[src/rtl/nvm_seq_ctrl.sv]
// nvm_seq_ctrl: sequencer between the generic memory request interface and an
// embedded NVM macro. Each accepted request runs IDLE -> SETUP -> ACCESS(N) ->
// DONE -> IDLE; requests that fail legality checks go straight to DONE with
// o_error set, and the macro is never enabled for them.
//
// Ports
//   clk, rst_async           clock (rising edge), asynchronous active-high reset
//   i_addr/i_data/i_op/      request: word address, program data, opcode
//   i_region/i_op_valid      (1 READ, 2 PROGRAM, 3 SECTOR_ERASE, 4 MASS_ERASE),
//                            region (0 main, 1 info), request strobe
//   o_data                   last READ result, held until the next READ completes
//   o_valid/o_error          one-cycle completion pulse, error qualifier
//   o_busy                   high whenever the sequencer is not idle
//   o_mem_*                  macro controls: ce, we, erase code, region, addr, din
//   i_mem_dout               macro read data, valid in the last ACCESS cycle
module nvm_seq_ctrl #(
    parameter int unsigned NBW_DATA     = 8,
    parameter int unsigned NBW_ADDR     = 8,
    parameter int unsigned DEPTH        = 256,
    parameter int unsigned SECTOR_WORDS = 16,
    parameter int unsigned READ_CYC     = 2,
    parameter int unsigned PROG_CYC     = 20,
    parameter int unsigned ERASE_CYC    = 200,
    parameter int unsigned INFO_WR_EN   = 0
) (
    input  logic                clk,
    input  logic                rst_async,
    input  logic [NBW_ADDR-1:0] i_addr,
    input  logic [NBW_DATA-1:0] i_data,
    input  logic [3:0]          i_op,
    input  logic                i_region,
    input  logic                i_op_valid,
    output logic [NBW_DATA-1:0] o_data,
    output logic                o_valid,
    output logic                o_error,
    output logic                o_busy,
    output logic                o_mem_ce,
    output logic                o_mem_we,
    output logic [1:0]          o_mem_erase,
    output logic                o_mem_region,
    output logic [NBW_ADDR-1:0] o_mem_addr,
    output logic [NBW_DATA-1:0] o_mem_din,
    input  logic [NBW_DATA-1:0] i_mem_dout
);

    localparam logic [3:0] OP_READ  = 4'd1;
    localparam logic [3:0] OP_PROG  = 4'd2;
    localparam logic [3:0] OP_SERASE = 4'd3;
    localparam logic [3:0] OP_MERASE = 4'd4;

    localparam int unsigned MAX_RP = (READ_CYC > PROG_CYC) ? READ_CYC : PROG_CYC;
    localparam int unsigned MAX_N  = (MAX_RP > ERASE_CYC) ? MAX_RP : ERASE_CYC;
    localparam int unsigned CNT_W  = (MAX_N > 1) ? $clog2(MAX_N) : 1;

    localparam logic [NBW_ADDR-1:0] SEC_MASK = NBW_ADDR'(SECTOR_WORDS - 1);

    typedef enum logic [1:0] {S_IDLE, S_SETUP, S_ACCESS, S_DONE} state_t;

    state_t              state_q;
    logic [3:0]          op_q;
    logic [CNT_W-1:0]    cnt_q;
    logic [NBW_DATA-1:0] data_q;
    logic                valid_q;
    logic                error_q;
    logic                busy_q;
    logic                mem_ce_q;
    logic                mem_we_q;
    logic [1:0]          mem_erase_q;
    logic                mem_region_q;
    logic [NBW_ADDR-1:0] mem_addr_q;
    logic [NBW_DATA-1:0] mem_din_q;

    logic                reject_c;
    logic [NBW_ADDR-1:0] eff_addr_c;
    logic [CNT_W-1:0]    cnt_load_c;

    // Request legality and effective macro address, evaluated on the raw inputs at accept
    always_comb begin
        reject_c   = 1'b0;
        eff_addr_c = i_addr;
        case (i_op)
            OP_READ: begin
                reject_c = (32'(i_addr) >= DEPTH);
            end
            OP_PROG: begin
                reject_c = (32'(i_addr) >= DEPTH) || (i_region && (INFO_WR_EN == 0));
            end
            OP_SERASE: begin
                reject_c   = (32'(i_addr) >= DEPTH) || (i_region && (INFO_WR_EN == 0));
                eff_addr_c = i_addr & ~SEC_MASK;
            end
            OP_MERASE: begin
                reject_c   = i_region && (INFO_WR_EN == 0);
                eff_addr_c = '0;
            end
            default: reject_c = 1'b1;
        endcase
    end

    // Access length minus one for the registered op (counter exits ACCESS at zero)
    always_comb begin
        cnt_load_c = CNT_W'(ERASE_CYC - 1);
        if (op_q == OP_READ) begin
            cnt_load_c = CNT_W'(READ_CYC - 1);
        end else if (op_q == OP_PROG) begin
            cnt_load_c = CNT_W'(PROG_CYC - 1);
        end
    end

    // Sequencer state and registered outputs
    always_ff @(posedge clk or posedge rst_async) begin
        if (rst_async) begin
            state_q      <= S_IDLE;
            op_q         <= '0;
            cnt_q        <= '0;
            data_q       <= '0;
            valid_q      <= 1'b0;
            error_q      <= 1'b0;
            busy_q       <= 1'b0;
            mem_ce_q     <= 1'b0;
            mem_we_q     <= 1'b0;
            mem_erase_q  <= 2'b00;
            mem_region_q <= 1'b0;
            mem_addr_q   <= '0;
            mem_din_q    <= '0;
        end else begin
            valid_q <= 1'b0;
            case (state_q)
                S_IDLE: begin
                    if (i_op_valid) begin
                        op_q   <= i_op;
                        busy_q <= 1'b1;
                        if (reject_c) begin
                            state_q <= S_DONE;
                            valid_q <= 1'b1;
                            error_q <= 1'b1;
                        end else begin
                            state_q      <= S_SETUP;
                            error_q      <= 1'b0;
                            mem_ce_q     <= 1'b1;
                            mem_region_q <= i_region;
                            mem_addr_q   <= eff_addr_c;
                            mem_din_q    <= i_data;
                        end
                    end
                end
                S_SETUP: begin
                    state_q  <= S_ACCESS;
                    cnt_q    <= cnt_load_c;
                    mem_we_q <= (op_q == OP_PROG);
                    if (op_q == OP_SERASE) begin
                        mem_erase_q <= 2'b01;
                    end else if (op_q == OP_MERASE) begin
                        mem_erase_q <= 2'b10;
                    end else begin
                        mem_erase_q <= 2'b00;
                    end
                end
                S_ACCESS: begin
                    if (cnt_q == '0) begin
                        state_q      <= S_DONE;
                        valid_q      <= 1'b1;
                        mem_ce_q     <= 1'b0;
                        mem_we_q     <= 1'b0;
                        mem_erase_q  <= 2'b00;
                        mem_region_q <= 1'b0;
                        mem_addr_q   <= '0;
                        mem_din_q    <= '0;
                        if (op_q == OP_READ) begin
                            data_q <= i_mem_dout;
                        end
                    end else begin
                        cnt_q <= cnt_q - CNT_W'(1);
                    end
                end
                S_DONE: begin
                    state_q <= S_IDLE;
                    busy_q  <= 1'b0;
                    error_q <= 1'b0;
                end
                default: state_q <= S_IDLE;
            endcase
        end
    end

    assign o_data       = data_q;
    assign o_valid      = valid_q;
    assign o_error      = error_q;
    assign o_busy       = busy_q;
    assign o_mem_ce     = mem_ce_q;
    assign o_mem_we     = mem_we_q;
    assign o_mem_erase  = mem_erase_q;
    assign o_mem_region = mem_region_q;
    assign o_mem_addr   = mem_addr_q;
    assign o_mem_din    = mem_din_q;

endmodule

[config.mk]
export PLATFORM = sky130hd
export DESIGN_NAME = nvm_seq_ctrl
export DESIGN_NICKNAME = d
export VERILOG_FILES = /design/src/rtl/nvm_seq_ctrl.sv
export SDC_FILE = /design/constraint.sdc
export NUM_CORES = 1
export LEC_CHECK = 0
export BUFFER_PORTS_ARGS = -buffer_cell sky130_fd_sc_hd__buf_2
export CAP_MARGIN = 20
export CORE_UTILIZATION = 55
export CTS_BUF_LIST = sky130_fd_sc_hd__clkbuf_16
export CTS_CLUSTER_DIAMETER = 30
export DETAILED_ROUTE_END_ITERATION = 16
export PLACE_DENSITY_LB_ADDON = 0.08
export SETUP_SLACK_MARGIN = 0.02
export SYNTH_ARGS = -nofsm -noshare
export SYNTH_HDL_FRONTEND = slang
export SYNTH_SLANG_ARGS = --single-unit
[constraint.sdc]
create_clock -name clk -period 3 [get_ports clk]
set_input_delay 0.75 -clock clk [delete_from_list [all_inputs] [get_ports clk]]
set_output_delay 0.75 -clock clk [all_outputs]
set_load 0.05 [all_outputs]
==> metrics <==
synthesized instance count 192; H-tree depth 2; I/O Pins 64; Leak Pwr 1.38 nW; first-pass GRT wire length 7850 um; Max Cap Viol 0; initial antenna violation count 0; die height 65.6 um; Tot Pwr 3.31 mW; Internal 1.75 mW; all-layer global routing usage 0.243; input/output buffers 63; initial DRC count 142; DRT antenna net count 0; clock-pin slew of the registers on the worst-case setup and hold paths 0.06 ns; DRC Markers 0; residual overflow from global routing 0; Row Count 22; final count of negative-setup-slack endpoints 0; Longest Clk Path Bufs 2; RSZ-0062 raised after global routing no; crit path max fanout 17; non-filler instance count after layout 310; arrival time of the worst setup path 2.42 ns; Final Slew Violations 0; initial core utilization 0.590; critical path startpoint category flip-flop; Hold Buf Count CTS 0; cell area after synthesis 2220 um2; fmax 0.443 GHz; Ys Warns 0; Pwr per Cell Area 1200 nW/um2; Seq/Total Area, Yosys 0.517; CP endpoint kind flip-flop; # resized after CTS 0; HP Class primary input to asynchronous set/reset pin; Antenna Cells 0; combinational share of power 0.519; TritonCTS clock tree done; Psw 1.56 mW; clk_lat worst skew 0.28 ns; Layout Nets 299; status completed; syn_nets 230; Final min period 2.26 ns; Flop pwr share 0.321; via count 1706; Core Footprint 3770 um2; switch share 0.471; Syn Area/Cell 11.6 um2; clock root cell clkbuf_16; Max Clock Skew 0.00419 ns; Hold Slack 0.432 ns; drt total wl 4650 um; ranking of synthesized cells by area dfrtp_1, mux2_2, ha_1, a22o_1, nor2b_1; WL/cell 15.0 um; WS Path Type flip-flop to flip-flop; Req. time, crit path 3.17 ns; synthesis-to-finish area growth 23.9%; CTS sink cnt 46; post-synthesis cell type count 42; drt first pass iters 4; largest net degree at the start of global routing 47; post-DP HPWL 3320 um; DP Cell Count 301; Via density 5.50; final instance area 2760 um2; Max rail drop VDD 0.000551 V; leading area contributor after synthesis dfrtp_1; Clock Power Share 0.160; layout cells sized above 1 0.405; worst slew pin tran 0.566 ns; setup bufs post-CTS 0; Tcrit/Tclk final 0.752; Yosys top cell area share 0.517; placed cell area 2590 um2; final hold violations 0; cts bufs inserted 5; final setup TNS 0 ns; vias in the first global route 1723; GP Congestion 0.775; Die Area 4300 um2; max_slew headroom 0.619; Horiz. Die Dim 65.6 um; Synth Register Bits 46
registers in the layout, indices dropped and copies added (netlist names):
signal        flops
cnt_q             8
o_data            8
o_mem_addr        8
o_mem_din         8
op_q              4
o_mem_erase       2
state_q           2
o_busy            1
o_error           1
o_mem_ce          1
o_mem_region      1
o_mem_we          1
o_valid           1
critical path, cell delays in order (launching register included):
cell      delay, ns
dfrtp_1        0.41
inv_1          0.11
ha_1           0.15
nor4b_2        0.21
buf_4          0.18
a21o_1         0.35
nand4b_4       0.34
mux2_4         0.38
worst paths after layout:
kind                            from       endpoint  slack [ns]  cells after the start
min in group clk             o_error        o_error        0.48                      2
max reg2reg                 cnt_q[0]   o_mem_din[7]        0.74                      7
max in group asynchronous  rst_async  o_mem_addr[1]        2.09                      3
min                        rst_async      o_data[6]        0.43                      2
max                         cnt_q[0]   o_mem_din[7]        0.74                      7
min reg2reg                  o_error        o_error        0.48                      2
power by group through the flow:
stage,logic [mW],clock network (mW),registers [mW]
final,1.72,0.529,1.06
after global routing,1.86,0.570,1.10
after CTS,1.72,0.534,1.06
after floorplan,0.841,0,1.56
after detailed placement,1.72,0,1.07
after global placement,1.68,0,1.06
placed cells by master, fill, tap and decap left out, types with 2 or more instances in the layout:
cell / instances
buf_2: 63
dfrtp_1: 46
mux2_2: 20
nand2_1: 14
nor2b_1: 11
nor2_1: 11
o21ai_0: 9
inv_1: 8
a22o_1: 8
ha_1: 6
a21oi_1: 5
nand4_1: 5
clkbuf_16: 5
nand3_1: 4
a21o_1: 3
nor3_1: 3
a32oi_1: 3
buf_4: 3
or2_2: 2
or4b_1: 2
a31oi_1: 2
mux2_4: 2
nor4_2: 2
nand3b_1: 2
metal layers:
layer | global-route usage | part of all wire
met5 | 0 | 0
met4 | 0.0870 | 0.015
met3 | 0.0556 | 0.046
met2 | 0.388 | 0.48
met1 | 0.321 | 0.46
stage by stage:
| step | utilization | setup WS [ns] |
|---|---|---|
| after global placement | 0.688 | 0.517 |
| after floorplan | - | 0.710 |
| after global routing | 0.731 | 0.608 |
| final | 0.731 | 0.743 |
| after detailed placement | 0.688 | 0.495 |
| after CTS | 0.726 | 0.729 |
synth_stat cells, drive strengths merged:
| cell type | instances |
|---|---|
| or3b | 1 |
| dfrtp | 46 |
| and4b | 1 |
| a31oi | 2 |
| a21oi | 5 |
| nand3b | 2 |
| nand2b | 1 |
| nor3 | 4 |
| mux2 | 22 |
| nor3b | 1 |
| or4b | 2 |
| o311ai | 1 |
| nand2 | 14 |
| ha | 6 |
| nor4 | 3 |
| o2bb2ai | 1 |
| buf | 2 |
| nand4 | 5 |
| and4 | 1 |
| nor2b | 11 |
| nand4b | 1 |
| a21o | 3 |
| a21bo | 1 |
| a22o | 8 |
| or2 | 2 |
| clkbuf | 3 |
| xor2 | 1 |
| nand3 | 4 |
| o21ai | 9 |
| a211o | 1 |
| a32oi | 3 |
| o2111a | 1 |
| and3 | 1 |
| a32o | 1 |
| nor2 | 11 |
| inv | 9 |
| nor4b | 2 |
final cells by class:
| type | instances | area [um2] |
|---|---|---|
| Inverter | 9 | 33.8 |
| Clock inverter | 3 | 16.3 |
| Sequential cell | 46 | 1150 |
| Tap cell | 48 | 60.1 |
| Fill cell | 262 | 1010 |
| Clock buffer | 5 | 125 |
| Multi-Input combinational cell | 132 | 1010 |
| Timing Repair Buffer | 67 | 358 |
cell families (layout without fill, tap and decap cells):
group / Yosys count / count (layout) / synth area share
xor+xnor: 1 / 1 / 0.00394
mux: 22 / 22 / 0.115
compound gates: 36 / 36 / 0.117
buf+inv: 14 / 84 / 0.0276
fa+ha+maj: 6 / 6 / 0.0337
simple gates: 67 / 67 / 0.186
flops: 46 / 46 / 0.517
No activity file was read; power rests on OpenSTA's default activity.
